===== config.mk =====
export PLATFORM = sky130hd
export DESIGN_NAME = data_memory_ctrl_flat
export DESIGN_NICKNAME = d
export VERILOG_FILES = /design/src/rtl/data_memory_ctrl_if.sv /design/src/rtl/data_memory_ctrl.sv /design/src/flat_wrapper.sv
export SDC_FILE = /design/constraint.sdc
export NUM_CORES = 1
export LEC_CHECK = 0
export ABC_AREA = 1
export BUFFER_PORTS_ARGS = -buffer_cell sky130_fd_sc_hd__buf_4
export CORE_MARGIN = 5
export CORE_UTILIZATION = 25
export DETAILED_ROUTE_END_ITERATION = 10
export GPL_TIMING_DRIVEN = 1
export PLACE_DENSITY = 0.49
export SLEW_MARGIN = 20
export SYNTH_ARGS = -nofsm -noshare
export SYNTH_HDL_FRONTEND = slang
export SYNTH_SLANG_ARGS = --single-unit

===== constraint.sdc =====
create_clock -name clk -period 1.8 [get_ports clk]
set_clock_uncertainty 0.15 [all_clocks]
set_input_delay 0.18 -clock clk [delete_from_list [all_inputs] [get_ports clk]]
set_output_delay 0.18 -clock clk [all_outputs]
set_load 0.05 [all_outputs]

===== src/rtl/data_memory_ctrl_if.sv =====
// Request/response bus between a requester (load/store unit, network interface)
// and data_memory_ctrl. The memory side uses the slave modport.
interface data_memory_ctrl_if #(
    parameter int DATA_WIDTH = 16,
    parameter int ADDR_WIDTH = 4
);
    localparam int BE_WIDTH = DATA_WIDTH / 8;

    logic                  req_valid;
    logic                  req_ready;
    logic                  req_write;
    logic [ADDR_WIDTH-1:0] req_addr;
    logic [DATA_WIDTH-1:0] req_wdata;
    logic [BE_WIDTH-1:0]   req_be;
    logic                  clear_start;
    logic                  busy;
    logic                  resp_valid;
    logic [DATA_WIDTH-1:0] resp_rdata;

    modport master (
        output req_valid, req_write, req_addr, req_wdata, req_be, clear_start,
        input  req_ready, busy, resp_valid, resp_rdata
    );

    modport slave (
        input  req_valid, req_write, req_addr, req_wdata, req_be, clear_start,
        output req_ready, busy, resp_valid, resp_rdata
    );
endinterface


===== src/rtl/data_memory_ctrl.sv =====
// Single-port data memory with valid/ready requests, byte-lane writes, a
// READ_LATENCY-deep read pipeline and a clear engine that zeroes the array.
module data_memory_ctrl #(
    parameter int DATA_WIDTH   = 16,
    parameter int ADDR_WIDTH   = 4,
    parameter int READ_LATENCY = 2
) (
    input  logic             clk,
    input  logic             rst_n,
    data_memory_ctrl_if.slave bus
);
    localparam int BE_WIDTH = DATA_WIDTH / 8;
    localparam int DEPTH    = 1 << ADDR_WIDTH;

    typedef enum logic {
        ST_CLEAR,
        ST_IDLE
    } state_t;

    state_t                r_state;
    state_t                w_state_nxt;
    logic [ADDR_WIDTH-1:0] r_ptr;
    logic [ADDR_WIDTH-1:0] w_ptr_nxt;
    logic                  w_ready;
    logic                  w_busy;
    logic                  w_clr_we;
    logic                  w_accept;
    logic                  w_wr_accept;
    logic                  w_rd_accept;

    logic [DATA_WIDTH-1:0] r_mem [DEPTH];
    logic                  r_vld [READ_LATENCY];
    logic [DATA_WIDTH-1:0] r_dat [READ_LATENCY];

    assign w_accept    = bus.req_valid && w_ready;
    assign w_wr_accept = w_accept && bus.req_write;
    assign w_rd_accept = w_accept && !bus.req_write;

    assign bus.req_ready  = w_ready;
    assign bus.busy       = w_busy;
    assign bus.resp_valid = r_vld[READ_LATENCY-1];
    assign bus.resp_rdata = r_dat[READ_LATENCY-1];

    always_ff @(posedge clk or negedge rst_n) begin
        if (!rst_n) begin
            r_state <= ST_CLEAR;
            r_ptr   <= '0;
        end else begin
            r_state <= w_state_nxt;
            r_ptr   <= w_ptr_nxt;
        end
    end

    // A clear_start in IDLE beats any request presented in the same cycle.
    always_comb begin
        w_state_nxt = r_state;
        w_ptr_nxt   = r_ptr;
        w_ready     = 1'b0;
        w_busy      = 1'b0;
        w_clr_we    = 1'b0;
        case (r_state)
            ST_CLEAR: begin
                w_busy    = 1'b1;
                w_clr_we  = 1'b1;
                w_ptr_nxt = r_ptr + ADDR_WIDTH'(1);
                if (r_ptr == {ADDR_WIDTH{1'b1}}) begin
                    w_state_nxt = ST_IDLE;
                end
            end
            ST_IDLE: begin
                w_ready = !bus.clear_start;
                if (bus.clear_start) begin
                    w_state_nxt = ST_CLEAR;
                    w_ptr_nxt   = '0;
                end
            end
            default: begin
                w_state_nxt = ST_CLEAR;
                w_ptr_nxt   = '0;
            end
        endcase
    end

    // The array itself is never reset; the clear engine zeroes it instead.
    always_ff @(posedge clk) begin
        if (w_clr_we) begin
            r_mem[r_ptr] <= '0;
        end else if (w_wr_accept) begin
            for (int i = 0; i < BE_WIDTH; i++) begin
                if (bus.req_be[i]) begin
                    r_mem[bus.req_addr][8*i +: 8] <= bus.req_wdata[8*i +: 8];
                end
            end
        end
    end

    // Data stages load only behind a valid, so the output holds its last value.
    always_ff @(posedge clk or negedge rst_n) begin
        if (!rst_n) begin
            for (int k = 0; k < READ_LATENCY; k++) begin
                r_vld[k] <= 1'b0;
                r_dat[k] <= '0;
            end
        end else begin
            r_vld[0] <= w_rd_accept;
            if (w_rd_accept) begin
                r_dat[0] <= r_mem[bus.req_addr];
            end
            for (int k = 1; k < READ_LATENCY; k++) begin
                r_vld[k] <= r_vld[k-1];
                if (r_vld[k-1]) begin
                    r_dat[k] <= r_dat[k-1];
                end
            end
        end
    end
endmodule

===== src/flat_wrapper.sv =====
// flat-port wrapper written by rule: the top's interface ports become plain ports
module data_memory_ctrl_flat 
#(
    parameter int DATA_WIDTH   = 16,
    parameter int ADDR_WIDTH   = 4,
    parameter int READ_LATENCY = 2
)
  (clk, rst_n, bus_req_valid, bus_req_write, bus_req_addr, bus_req_wdata, bus_req_be, bus_clear_start, bus_req_ready, bus_busy, bus_resp_valid, bus_resp_rdata);
  data_memory_ctrl_if #(.DATA_WIDTH(DATA_WIDTH), .ADDR_WIDTH(ADDR_WIDTH)) bus_i ();
  input  logic clk;
  input  logic rst_n;
  input wire logic [$bits(bus_i.req_valid)-1:0] bus_req_valid;
  input wire logic [$bits(bus_i.req_write)-1:0] bus_req_write;
  input wire logic [$bits(bus_i.req_addr)-1:0] bus_req_addr;
  input wire logic [$bits(bus_i.req_wdata)-1:0] bus_req_wdata;
  input wire logic [$bits(bus_i.req_be)-1:0] bus_req_be;
  input wire logic [$bits(bus_i.clear_start)-1:0] bus_clear_start;
  output wire logic [$bits(bus_i.req_ready)-1:0] bus_req_ready;
  output wire logic [$bits(bus_i.busy)-1:0] bus_busy;
  output wire logic [$bits(bus_i.resp_valid)-1:0] bus_resp_valid;
  output wire logic [$bits(bus_i.resp_rdata)-1:0] bus_resp_rdata;
  assign bus_i.req_valid = bus_req_valid;
  assign bus_i.req_write = bus_req_write;
  assign bus_i.req_addr = bus_req_addr;
  assign bus_i.req_wdata = bus_req_wdata;
  assign bus_i.req_be = bus_req_be;
  assign bus_i.clear_start = bus_clear_start;
  assign bus_req_ready = bus_i.req_ready;
  assign bus_busy = bus_i.busy;
  assign bus_resp_valid = bus_i.resp_valid;
  assign bus_resp_rdata = bus_i.resp_rdata;
  data_memory_ctrl #(.DATA_WIDTH(DATA_WIDTH), .ADDR_WIDTH(ADDR_WIDTH), .READ_LATENCY(READ_LATENCY)) u_core (.clk(clk), .rst_n(rst_n), .bus(bus_i));
endmodule

==> impl_table.tex, run 1 <==
\begin{tabular}{lr}
\hline
Metric & Value \\
\hline
\multicolumn{2}{l}{\textbf{Clocking}} \\
\quad CTS clk-pin slew, worst paths & 0.06 ns \\
\quad CTS Buf Count & 31 \\
\quad CTS tree & yes \\
\quad Number of levels in the clock H-tree & 1 \\
\quad Clk Latency, worst-skew pair & 0.56 ns \\
\quad Maximum count of clock buffers along a single path & 3 \\
\quad Cell chosen for the clock root & clkbuf\_16 \\
\quad Number of sinks on the clock net & 295 \\
\multicolumn{2}{l}{\textbf{Synthesis}} \\
\quad Gate Count Post-Synth & 1302 \\
\quad Post-Synthesis Net Count & 1330 \\
\quad Synth cell types & 25 \\
\quad Sequential fraction of the synthesis area & 66.6\% \\
\quad \#FFs+latches synth & 295 \\
\quad Netlist area before placement & 13000 um2 \\
\quad Post-synthesis average cell area & 10.0 um2 \\
\quad Yosys warns & 0 \\
\multicolumn{2}{l}{\textbf{Placement}} \\
\quad PortBufs & 45 \\
\quad Final RePlAce weighted congestion & 0.807 \\
\quad Detailed placement HPWL & 21900 um \\
\quad Instance count after placement with tap cells included & 2027 \\
\multicolumn{2}{l}{\textbf{Worst setup path}} \\
\quad Slack of the worst reg-to-reg path & -0.26 ns \\
\quad Max stage delay cell, worst path & dfrtp\_2 \\
\quad End of the worst register-to-register path & u\_core.r\_mem[4][2]\$\_DFFE\_PP\_ \\
\quad Max FO, Critical Path & 8 \\
\quad Register-to-Register Path Depth & 8 \\
\quad Crit path required time & 1.92 ns \\
\quad Slowest stage delay, CP & 0.43 ns \\
\quad Cell-by-cell listing of the critical path & nand4\_4 -> o21ai\_2 -> nand2\_2 -> buf\_6 -> nor2\_4 -> nand2\_2 -> nor2\_4 -> buf\_12 \\
\quad Data arrival time of the critical path & 2.18 ns \\
\quad Setup CP Type & reg -> reg \\
\quad Critical register-to-register path startpoint & u\_core.r\_state\$\_DFF\_PN0\_ \\
\quad Setup crit end kind & flip-flop \\
\quad Worst setup SP type & flip-flop \\
\multicolumn{2}{l}{\textbf{STA}} \\
\quad Headroom to the max-slew limit & 66.3\% \\
\quad Transition time at the pin with the least slew margin & 0.505 ns \\
\quad Final setup margin & -0.258 ns \\
\quad Maximum clock frequency & 0.486 GHz \\
\quad Count of pins over their slew limit & 0 \\
\quad Minimum clock period & 2.06 ns \\
\quad Fraction of the cycle the final worst path needs & 114\% \\
\quad Number of failing hold endpoints at the final stage & 0 \\
\quad Endpoints failing setup & 258 \\
\quad RSZ-0062 raised after global routing & yes \\
\multicolumn{2}{l}{\textbf{Routing}} \\
\quad Number of vias in the routed layout & 8793 \\
\quad Final Routed Wirelength & 33600 um \\
\quad Detailed-routing iteration count for the pre-antenna-repair pass & 5 \\
\quad Wire length per cell after detailed routing & 15.9 um \\
\quad Vias per cell & 4.17 \\
\quad Remaining DRCs & 0 \\
\quad Number of nets with antenna violations after detailed routing & 0 \\
\quad DRC marker count from the first detailed-route iteration & 568 \\
\multicolumn{2}{l}{\textbf{Final layout}} \\
\quad Filler cell count & 5231 \\
\quad Antenna Diode Count & 0 \\
\quad Non-filler cells, final & 2108 \\
\quad \# nets final & 1435 \\
\quad Synthesis-to-finish area growth & 27.8\% \\
\quad Fraction of final layout cells sized beyond drive strength 1 & 20.0\% \\
\multicolumn{2}{l}{\textbf{Floorplan}} \\
\quad Core Footprint & 51400 um2 \\
\quad Starting density of the core & 25.3\% \\
\quad Overall die height & 238 um \\
\quad IO Count & 46 \\
\quad Cell row count & 83 \\
\quad Die width & 238 um \\
\quad Die ar. & 56700 um2 \\
\multicolumn{2}{l}{\textbf{GRT}} \\
\quad Pin count of the biggest net entering global routing & 69 \\
\quad GRT Util Overall & 11.6\% \\
\quad Antenna violations before repair & 0 \\
\quad Remaining Overflow, GRT & 0 \\
\quad Number of global-route vias before repair & 8673 \\
\quad Wire length of the first global-routing pass & 52000 um \\
\multicolumn{2}{l}{\textbf{Worst hold path}} \\
\quad Cells on Worst Hold Path & 4 \\
\quad End point of the most critical hold path & u\_core.r\_mem[15][5]\$\_DFFE\_PP\_ \\
\quad Hold Startpoint & bus\_req\_wdata[5] \\
\quad Tightest Hold Check Type & in -> reg \\
\multicolumn{2}{l}{\textbf{Power and ir drop}} \\
\quad Static leakage & 7.20 nW \\
\quad Power consumption & 21.3 mW \\
\quad Pwr/cell area & 1280 nW/um2 \\
\quad Peak supply drop & 0.669 mV \\
\multicolumn{2}{l}{\textbf{Run status}} \\
\quad Status & finished with violations \\
\quad Failing checks & setup timing \\
\multicolumn{2}{l}{\textbf{Job}} \\
\quad Max-cap violations & 0 \\
\hline
\end{tabular}
## per-stage QoR
stage	hold WS [ns]	worst slack [ns]	area (um2)	setup TNS, ns	utilization (%)
after detailed placement	0.0370	-0.466	15100	-135.80	29.4
after global placement	0.0320	-0.472	15100	-137.85	29.4
after global routing	0.0260	-0.336	16600	-80.20	32.3
after floorplan	-0.266	-0.0888	13300	-21.04	-
after CTS	0.0115	-0.224	16400	-70.37	31.8
final	0.0285	-0.258	16600	-51.63	32.3
## Yosys cell counts
master	instances	area share, %
nand4_1	1	0.048
buf_1	8	0.23
buf_2	35	1.3
o21ai_0	12	0.46
nor2_2	2	0.096
edfxtp_1	256	59
nand2_1	420	12
buf_6	2	0.17
buf_4	19	1.1
ha_1	1	0.096
a21oi_1	2	0.077
nand4_4	1	0.16
inv_1	217	6.3
o21bai_1	1	0.058
clkbuf_1	11	0.32
mux2_2	16	1.4
or2_2	1	0.048
o31ai_1	1	0.058
clkinv_1	1	0.029
nor2_1	56	1.6
inv_2	4	0.12
nand2_2	1	0.048
dfrtp_1	39	7.5
nor2_4	2	0.17
nand3_1	193	7.4
## cell usage in the layout (no fill, tap or decap)
cell,n
clkinv_2,8
buf_4,73
clkbuf_16,31
nand2_4,4
o21ai_1,2
inv_16,1
clkinvlp_4,1
dfrtp_1,38
bufinv_16,1
nand4_4,2
nand2_1,399
nor2_1,3
nand3_1,193
a21oi_4,2
o21bai_1,1
nand4_1,1
edfxtp_1,256
buf_12,46
o21ai_2,5
or2_2,1
clkinv_4,1
nor2_4,42
clkbuf_1,7
buf_6,9
dlygate4sd3_1,13
inv_2,2
ha_1,1
o21ai_0,5
mux2_2,16
nand2_2,17
nor2_2,16
inv_1,216
inv_4,1
clkinv_1,7
nand2_8,1
buf_8,4
dfrtp_2,1
o31ai_1,1
## final cells by class
| class | instances | area (um2) | area share, % |
|---|---|---|---|
| multi-input combinational | 712 | 3590 | 21.6 |
| timing repair buffer | 145 | 1760 | 10.6 |
| sequential | 295 | 8660 | 52.1 |
| clock inverter | 16 | 104 | 0.625 |
| tap | 680 | 851 | 5.12 |
| inverter | 222 | 853 | 5.13 |
| clock buffer | 38 | 802 | 4.82 |
## per-layer routing
layer / GRT usage, % / routed length [um]
met3: 1.55 / 1600
met5: 0 / 0
met1: 17.8 / 17000
met2: 17.4 / 14400
met4: 2.77 / 574
## how the worst max path moves through the flow
stage / slack (ns) / endpoint / depth (start not counted) / startpoint
3_5_place_dp: -0.47 / u_core.r_mem[13][13]$_DFFE_PP_ / 5 / u_core.r_state$_DFF_PN0_
6_report: -0.26 / u_core.r_mem[4][2]$_DFFE_PP_ / 8 / u_core.r_state$_DFF_PN0_
3_3_place_gp: -0.47 / u_core.r_mem[13][3]$_DFFE_PP_ / 5 / u_core.r_state$_DFF_PN0_
4_1_cts: -0.22 / u_core.r_mem[4][2]$_DFFE_PP_ / 8 / u_core.r_state$_DFF_PN0_
2_1_floorplan: -0.09 / u_core.r_mem[0][10]$_DFFE_PP_ / 5 / u_core.r_state$_DFF_PN0_
5_1_grt: -0.34 / u_core.r_mem[1][5]$_DFFE_PP_ / 8 / u_core.r_state$_DFF_PN0_
## power breakdown
part	internal, mW	switching [mW]	leakage [nW]
clock network	3.27	2.55	0.445
logic	2.25	3.54	4.00
registers	9.17	0.493	2.75
## registers in the layout (all words and copies together), names as in the netlist
signal	flops
u_core.bus.resp_rdata	16
u_core.bus.resp_valid	1
u_core.r_dat	16
u_core.r_mem	256
u_core.r_ptr	4
u_core.r_state	1
u_core.r_vld	1
## timing repair
item,in CTS,in global routing
pin swaps,13,10
setup buffers,6,4
gates resized for setup,27,69
gates cloned,2,2
setup endpoints to repair,514,529
hold buffers,13,0
hold endpoints to repair,132,0
## worst max-delay path, delay by kind of cell (launching register included)
family	cells	cell delay (ns)
simple gates	5	0.74
flops	1	0.43
compound gates	1	0.19
buf+inv	2	0.25
## kinds of logic after synthesis
kind of cell | Yosys count | synth area share [%]
muxes | 16 | 1.38
AOI/OAI and AO/OA | 16 | 0.654
and+or+nand+nor | 677 | 21.7
DFF | 295 | 66.6
adders and majority gates | 1 | 0.0961
buffers and inverters | 297 | 9.57
(Power assumes the default switching activity.)
==> inputs of run 2 (changes only) <==
Settings changed: GPL_ROUTABILITY_DRIVEN set to 0, RECOVER_POWER set to 50, SETUP_SLACK_MARGIN set to 0.3.
==> impl_table.tex, run 2 (synthesis results as in run 1) <==
\begin{tabular}{lr}
\hline
Metric & Value \\
\hline
\multicolumn{2}{l}{\textbf{Clocking}} \\
\quad CTS Hold Bufs & 2 \\
\quad Maximum count of clock buffers along a single path & 3 \\
\quad CTS Buf Count & 34 \\
\quad Number of sinks on the clock net & 295 \\
\quad CTS clk-pin slew, worst paths & 0.06 ns \\
\quad Cell chosen for the clock root & clkbuf\_16 \\
\quad Clk Latency, worst-skew pair & 0.50 ns \\
\quad Number of levels in the clock H-tree & 2 \\
\quad CTS tree & yes \\
\multicolumn{2}{l}{\textbf{Routing}} \\
\quad Number of nets with antenna violations after detailed routing & 0 \\
\quad Vias per cell & 4.18 \\
\quad Number of vias in the routed layout & 8703 \\
\quad Detailed-routing iteration count for the pre-antenna-repair pass & 5 \\
\quad Final Routed Wirelength & 33200 um \\
\quad Remaining DRCs & 0 \\
\quad DRC marker count from the first detailed-route iteration & 549 \\
\quad Wire length per cell after detailed routing & 15.9 um \\
\multicolumn{2}{l}{\textbf{STA}} \\
\quad Fraction of the cycle the final worst path needs & 116\% \\
\quad Endpoints failing setup & 337 \\
\quad Number of failing hold endpoints at the final stage & 1 \\
\quad Count of pins over their slew limit & 0 \\
\quad RSZ-0062 raised after global routing & yes \\
\quad Headroom to the max-slew limit & 35.2\% \\
\quad Transition time at the pin with the least slew margin & 0.971 ns \\
\quad Maximum clock frequency & 0.480 GHz \\
\quad Minimum clock period & 2.08 ns \\
\quad Final setup margin & -0.282 ns \\
\quad Hold WS & -0.0321 ns \\
\multicolumn{2}{l}{\textbf{Worst hold path}} \\
\quad Tightest Hold Check Type & in -> reg \\
\quad Hold Startpoint & bus\_clear\_start \\
\multicolumn{2}{l}{\textbf{GRT}} \\
\quad GRT Util Overall & 11.6\% \\
\quad Pin count of the biggest net entering global routing & 64 \\
\quad Wire length of the first global-routing pass & 51300 um \\
\quad Number of global-route vias before repair & 8435 \\
\quad Antenna violations before repair & 0 \\
\quad Remaining Overflow, GRT & 0 \\
\multicolumn{2}{l}{\textbf{Run status}} \\
\quad Failing checks & hold timing, setup timing \\
\quad Status & finished with violations \\
\multicolumn{2}{l}{\textbf{Final layout}} \\
\quad Antenna Diode Count & 0 \\
\quad Leading cell type in the layout, fill and taps excluded & nand2\_1 \\
\quad Synthesis-to-finish area growth & 25.9\% \\
\quad Filler cell count & 5237 \\
\quad Top reg by flops & u\_core.r\_mem \\
\quad Fraction of final layout cells sized beyond drive strength 1 & 19.5\% \\
\quad Number of flip-flops under the largest register name & 256 \\
\quad Leading cell types in the layout, fill and taps excluded & 396 x nand2\_1, 256 x edfxtp\_1, 215 x inv\_1 \\
\quad \# nets final & 1410 \\
\multicolumn{2}{l}{\textbf{Floorplan}} \\
\quad Overall die height & 238 um \\
\quad Die width & 238 um \\
\quad Cell row count & 83 \\
\quad Starting density of the core & 25.3\% \\
\quad Die ar. & 56700 um2 \\
\quad IO Count & 46 \\
\quad Core Footprint & 51400 um2 \\
\multicolumn{2}{l}{\textbf{Worst setup path}} \\
\quad Max FO, Critical Path & 8 \\
\quad End of the worst register-to-register path & u\_core.r\_mem[12][11]\$\_DFFE\_PP\_ \\
\quad Critical path destination & u\_core.r\_mem[12][11]\$\_DFFE\_PP\_ \\
\quad Slack of the worst reg-to-reg path & -0.28 ns \\
\quad Setup CP Type & reg -> reg \\
\quad Setup crit end kind & flip-flop \\
\quad Worst setup SP type & flip-flop \\
\quad Register-to-Register Path Depth & 7 \\
\quad Critical register-to-register path startpoint & u\_core.r\_state\$\_DFF\_PN0\_ \\
\quad Crit path required time & 1.86 ns \\
\quad Critical Path Source & u\_core.r\_state\$\_DFF\_PN0\_ \\
\quad Data arrival time of the critical path & 2.15 ns \\
\multicolumn{2}{l}{\textbf{Power and ir drop}} \\
\quad Peak supply drop & 0.508 mV \\
\quad Pwr/cell area & 1290 nW/um2 \\
\quad Power consumption & 21.2 mW \\
\quad Static leakage & 7.04 nW \\
\multicolumn{2}{l}{\textbf{Placement}} \\
\quad PortBufs & 45 \\
\quad Post-Place Worst Slack & -0.353 ns \\
\quad Detailed placement HPWL & 21600 um \\
\multicolumn{2}{l}{\textbf{Job}} \\
\quad Max-cap violations & 0 \\
\hline
\end{tabular}
## run 2: how the worst min path moves through the flow
stage	endpoint	slack [ns]	depth (start not counted)
finish	u_core.r_ptr[0]$_DFFE_PN0P_	-0.03	5
global route	u_core.r_ptr[0]$_DFFE_PN0P_	-0.006	5
CTS	u_core.r_ptr[0]$_DFFE_PN0P_	-0.18	4
detailed placement	u_core.r_dat[21]$_DFFE_PN0P_	0.04	1
global placement	u_core.bus.resp_rdata[5]$_DFFE_PN0P_	0.03	1
floorplan	u_core.bus.resp_rdata[0]$_DFFE_PN0P_	-0.27	0
## run 2: worst max-delay path, cell delays in order, from the launching register on
cell     delay (ns)
dfrtp_2        0.45
nand4_4        0.20
o21ai_2        0.22
nand2_2        0.12
nor2_4         0.22
nand2_2        0.14
nor2_4         0.14
buf_12         0.15
## run 2: layer usage
| metal | global-route usage [%] | wire length, um | vias up |
|---|---|---|---|
| met3 | 1.81 | 1840 | 44 |
| met1 | 17.9 | 16600 | 4126 |
| met5 | 0 | 0 | - |
| li1 | - | - | 4322 |
| met2 | 16.9 | 14200 | 211 |
| met4 | 2.83 | 527 | 0 |
## run 2: cell type report
class	count	area, um2	area share (%)
Tap cell	680	851	5.19
Inverter	222	850	5.19
Sequential cell	295	8660	52.9
Clock inverter	10	46.3	0.283
Timing Repair Buffer	118	1400	8.57
Multi-Input combinational cell	711	3580	21.8
Clock buffer	48	987	6.03
## run 2: power by group
group	switching (mW)	total, mW	leakage [nW]	internal (mW)
registers	0.484	9.48	2.89	9.00
logic	3.42	5.33	3.64	1.91
clock network	2.58	6.38	0.505	3.80
total	6.48	21.2	7.04	14.7
## run 2: what timing repair did
action                     in CTS  in global routing
buffers inserted                5                  4
setup endpoints to repair     517                532
hold endpoints to repair       44                  1
resized for setup              38                 24
pin swaps                      21                 13
cloned                          1                  0
## run 2: metrics by stage
step | cell area [um2] | hold WS [ns] | cells | TNS (ns) | utilization [%]
5_1_grt | 16400 | -0.00550 | 2084 | -95.11 | 31.9
2_1_floorplan | 13400 | -0.266 | 1302 | -1.22 | -
6_report | 16400 | -0.0321 | 2084 | -62.85 | 31.9
4_1_cts | 16300 | -0.184 | 2080 | -45.50 | 31.6
3_3_place_gp | 15000 | 0.0316 | 2014 | -90.00 | 29.2
3_5_place_dp | 15000 | 0.0388 | 2014 | -113.75 | 29.2
==> inputs of run 3 (changes only) <==
--- a/config.mk
+++ b/config.mk
@@ -8,4 +8,5 @@
 export ABC_AREA = 1
 export BUFFER_PORTS_ARGS = -buffer_cell sky130_fd_sc_hd__buf_4
+export CAP_MARGIN = 10
 export CORE_MARGIN = 5
 export CORE_UTILIZATION = 25
--- a/constraint.sdc
+++ b/constraint.sdc
@@ -3,3 +3,3 @@
 set_input_delay 0.18 -clock clk [delete_from_list [all_inputs] [get_ports clk]]
 set_output_delay 0.18 -clock clk [all_outputs]
-set_load 0.05 [all_outputs]
+set_load 0.1 [all_outputs]
==> impl_table.tex, run 3 (synthesis results as in run 1) <==
\begin{tabular}{lr}
\hline
Metric & Value \\
\hline
\multicolumn{2}{l}{\textbf{Placement}} \\
\quad PortBufs & 45 \\
\quad Detailed placement HPWL & 22800 um \\
\multicolumn{2}{l}{\textbf{Worst hold path}} \\
\quad End point of the most critical hold path & u\_core.r\_ptr[0]\$\_DFFE\_PN0P\_ \\
\quad Cells on Worst Hold Path & 5 \\
\quad Hold Startpoint & bus\_clear\_start \\
\quad Tightest Hold Check Type & in -> reg \\
\multicolumn{2}{l}{\textbf{GRT}} \\
\quad Wire length of the first global-routing pass & 53600 um \\
\quad Number of global-route vias before repair & 9011 \\
\quad Global Route met3 Usage & 1.92\% \\
\quad Met2 Track Usage GR & 18.0\% \\
\quad GRT Util Overall & 12.1\% \\
\quad Pin count of the biggest net entering global routing & 49 \\
\quad Antenna violations before repair & 0 \\
\quad Routing usage on met1 & 18.4\% \\
\quad Remaining Overflow, GRT & 0 \\
\quad Most crowded layer after global routing & met1 \\
\multicolumn{2}{l}{\textbf{Final layout}} \\
\quad \# nets final & 1456 \\
\quad Core utilization of the finished layout & 32.8\% \\
\quad Number of flip-flops under the largest register name & 256 \\
\quad Synthesis-to-finish area growth & 29.7\% \\
\quad Leading cell type in the layout, fill and taps excluded & nand2\_1 \\
\quad Leading cell types in the layout, fill and taps excluded & 399 x nand2\_1, 256 x edfxtp\_1, 216 x inv\_1 \\
\quad Top reg by flops & u\_core.r\_mem \\
\quad Fraction of final layout cells sized beyond drive strength 1 & 21.9\% \\
\quad Antenna Diode Count & 0 \\
\multicolumn{2}{l}{\textbf{Floorplan}} \\
\quad Die ar. & 56700 um2 \\
\quad Overall die height & 238 um \\
\quad Die width & 238 um \\
\quad IO Count & 46 \\
\quad Starting density of the core & 25.3\% \\
\quad Cell row count & 83 \\
\quad Core Footprint & 51400 um2 \\
\multicolumn{2}{l}{\textbf{Power and ir drop}} \\
\quad Pwr/cell area & 1320 nW/um2 \\
\quad Static leakage & 7.44 nW \\
\quad Power consumption & 22.3 mW \\
\quad Peak supply drop & 0.770 mV \\
\multicolumn{2}{l}{\textbf{STA}} \\
\quad RSZ-0062 raised after global routing & yes \\
\quad Final setup margin & -0.351 ns \\
\quad Minimum clock period & 2.15 ns \\
\quad Hold WS & -0.0578 ns \\
\quad Fraction of the cycle the final worst path needs & 119\% \\
\quad Count of pins over their slew limit & 0 \\
\quad Transition time at the pin with the least slew margin & 0.954 ns \\
\quad Setup TNS Final & -105.38 ns \\
\quad Number of failing hold endpoints at the final stage & 1 \\
\quad Headroom to the max-slew limit & 36.4\% \\
\quad Maximum clock frequency & 0.465 GHz \\
\quad Endpoints failing setup & 514 \\
\multicolumn{2}{l}{\textbf{Job}} \\
\quad Max-cap violations & 0 \\
\multicolumn{2}{l}{\textbf{Clocking}} \\
\quad CTS Buf Count & 35 \\
\quad Number of sinks on the clock net & 295 \\
\quad Cell chosen for the clock root & clkbuf\_16 \\
\quad Number of levels in the clock H-tree & 2 \\
\quad CTS Hold Bufs & 2 \\
\quad CTS clk-pin slew, worst paths & 0.06 ns \\
\quad CTS tree & yes \\
\quad Maximum count of clock buffers along a single path & 3 \\
\quad Clk Latency, worst-skew pair & 0.52 ns \\
\multicolumn{2}{l}{\textbf{Routing}} \\
\quad Vias per cell & 4.23 \\
\quad Number of vias in the routed layout & 9023 \\
\quad Detailed-routing iteration count for the pre-antenna-repair pass & 5 \\
\quad Wire length per cell after detailed routing & 16.3 um \\
\quad DRC marker count from the first detailed-route iteration & 725 \\
\quad Remaining DRCs & 0 \\
\quad Number of nets with antenna violations after detailed routing & 0 \\
\quad Final Routed Wirelength & 34900 um \\
\multicolumn{2}{l}{\textbf{Worst setup path}} \\
\quad Crit path required time & 1.87 ns \\
\quad Register-to-Register Path Depth & 9 \\
\quad Worst setup SP type & flip-flop \\
\quad Data arrival time of the critical path & 2.22 ns \\
\quad Setup crit end kind & flip-flop \\
\quad Slowest stage delay, CP & 0.38 ns \\
\quad Slack of the worst reg-to-reg path & -0.35 ns \\
\quad Cell-by-cell listing of the critical path & nand4\_4 -> buf\_6 -> o21bai\_4 -> nand2\_2 -> nor2\_4 -> buf\_6 -> nand2\_2 -> nor2\_1 -> buf\_4 \\
\quad Max stage delay cell, worst path & dfrtp\_2 \\
\quad Setup CP Type & reg -> reg \\
\quad Critical register-to-register path startpoint & u\_core.r\_state\$\_DFF\_PN0\_ \\
\quad Max FO, Critical Path & 8 \\
\quad End of the worst register-to-register path & u\_core.r\_mem[11][8]\$\_DFFE\_PP\_ \\
\multicolumn{2}{l}{\textbf{Run status}} \\
\quad Status & finished with violations \\
\quad Failing checks & hold timing, setup timing \\
\hline
\end{tabular}
-- run 3: cell types whose count changed in the layout (fill, tap and decap cells not counted), moves of 4 or more --
cell,change
nor2_1,+4
nand2_2,-10
nor2_4,-9
buf_4,+13
buf_12,-5
nand2_4,+7
buf_6,+33
nor2_2,+6
buf_16,+5
-- run 3: area by class of cell --
type                       count  area [um2]
tap                          680         851
inverter                     222         847
clock inverter                20         123
multi-input combinational    711        3550
timing repair buffer         163        1900
fill                        5254       34500
clock buffer                  43         948
sequential                   295        8660
-- run 3: how the worst max path moves through the flow --
stage / startpoint / endpoint / slack, ns / cells past startpoint
6_report: u_core.r_state$_DFF_PN0_ / u_core.r_mem[11][8]$_DFFE_PP_ / -0.35 / 9
4_1_cts: u_core.r_state$_DFF_PN0_ / u_core.r_mem[12][13]$_DFFE_PP_ / -0.28 / 8
2_1_floorplan: u_core.r_state$_DFF_PN0_ / u_core.r_dat[22]$_DFFE_PN0P_ / -0.19 / 8
5_1_grt: u_core.r_state$_DFF_PN0_ / u_core.r_mem[15][11]$_DFFE_PP_ / -0.42 / 9
3_3_place_gp: u_core.r_state$_DFF_PN0_ / u_core.r_mem[2][7]$_DFFE_PP_ / -0.69 / 5
3_5_place_dp: bus_clear_start / u_core.r_mem[11][3]$_DFFE_PP_ / -0.40 / 11
-- run 3: critical path: cells and delay by family (launching register included) --
family                 cells  cell delay [ns]
AND/OR/NAND/NOR            5             0.65
buffers and inverters      3             0.52
flip-flops                 1             0.38
AO/OA/AOI/OAI              1             0.15
-- run 3: metrics by stage --
stage	setup slack, ns	cells	area, um2
2_1_floorplan	-0.193	1302	13100
3_3_place_gp	-0.692	2049	14900
3_5_place_dp	-0.404	2049	14900
4_1_cts	-0.282	2131	16600
5_1_grt	-0.423	2134	16900
6_report	-0.351	2134	16900
-- run 3: per-layer routing --
metal,part of all wire (%),routed length (um),up-vias
li1,-,-,4413
met1,49,17200,4318
met2,43,15100,251
met3,5.6,1940,41
met4,1.8,615,0
met5,0,0,-
-- run 3: repair_timing --
action / 4_1_cts / 5_1_grt
gates resized for setup: 74 / 81
buffers inserted: 11 / 3
pin swaps: 19 / 28
gates cloned: 6 / 0
endpoints found under the setup margin: 547 / 551
endpoints found under the hold margin: 43 / 1
-- run 3: where the power goes --
part	switching, mW	leakage (nW)	internal (mW)	total, mW
registers	0.507	2.75	9.17	9.67
logic	4.04	4.17	2.09	6.13
clock network	2.77	0.520	3.77	6.54
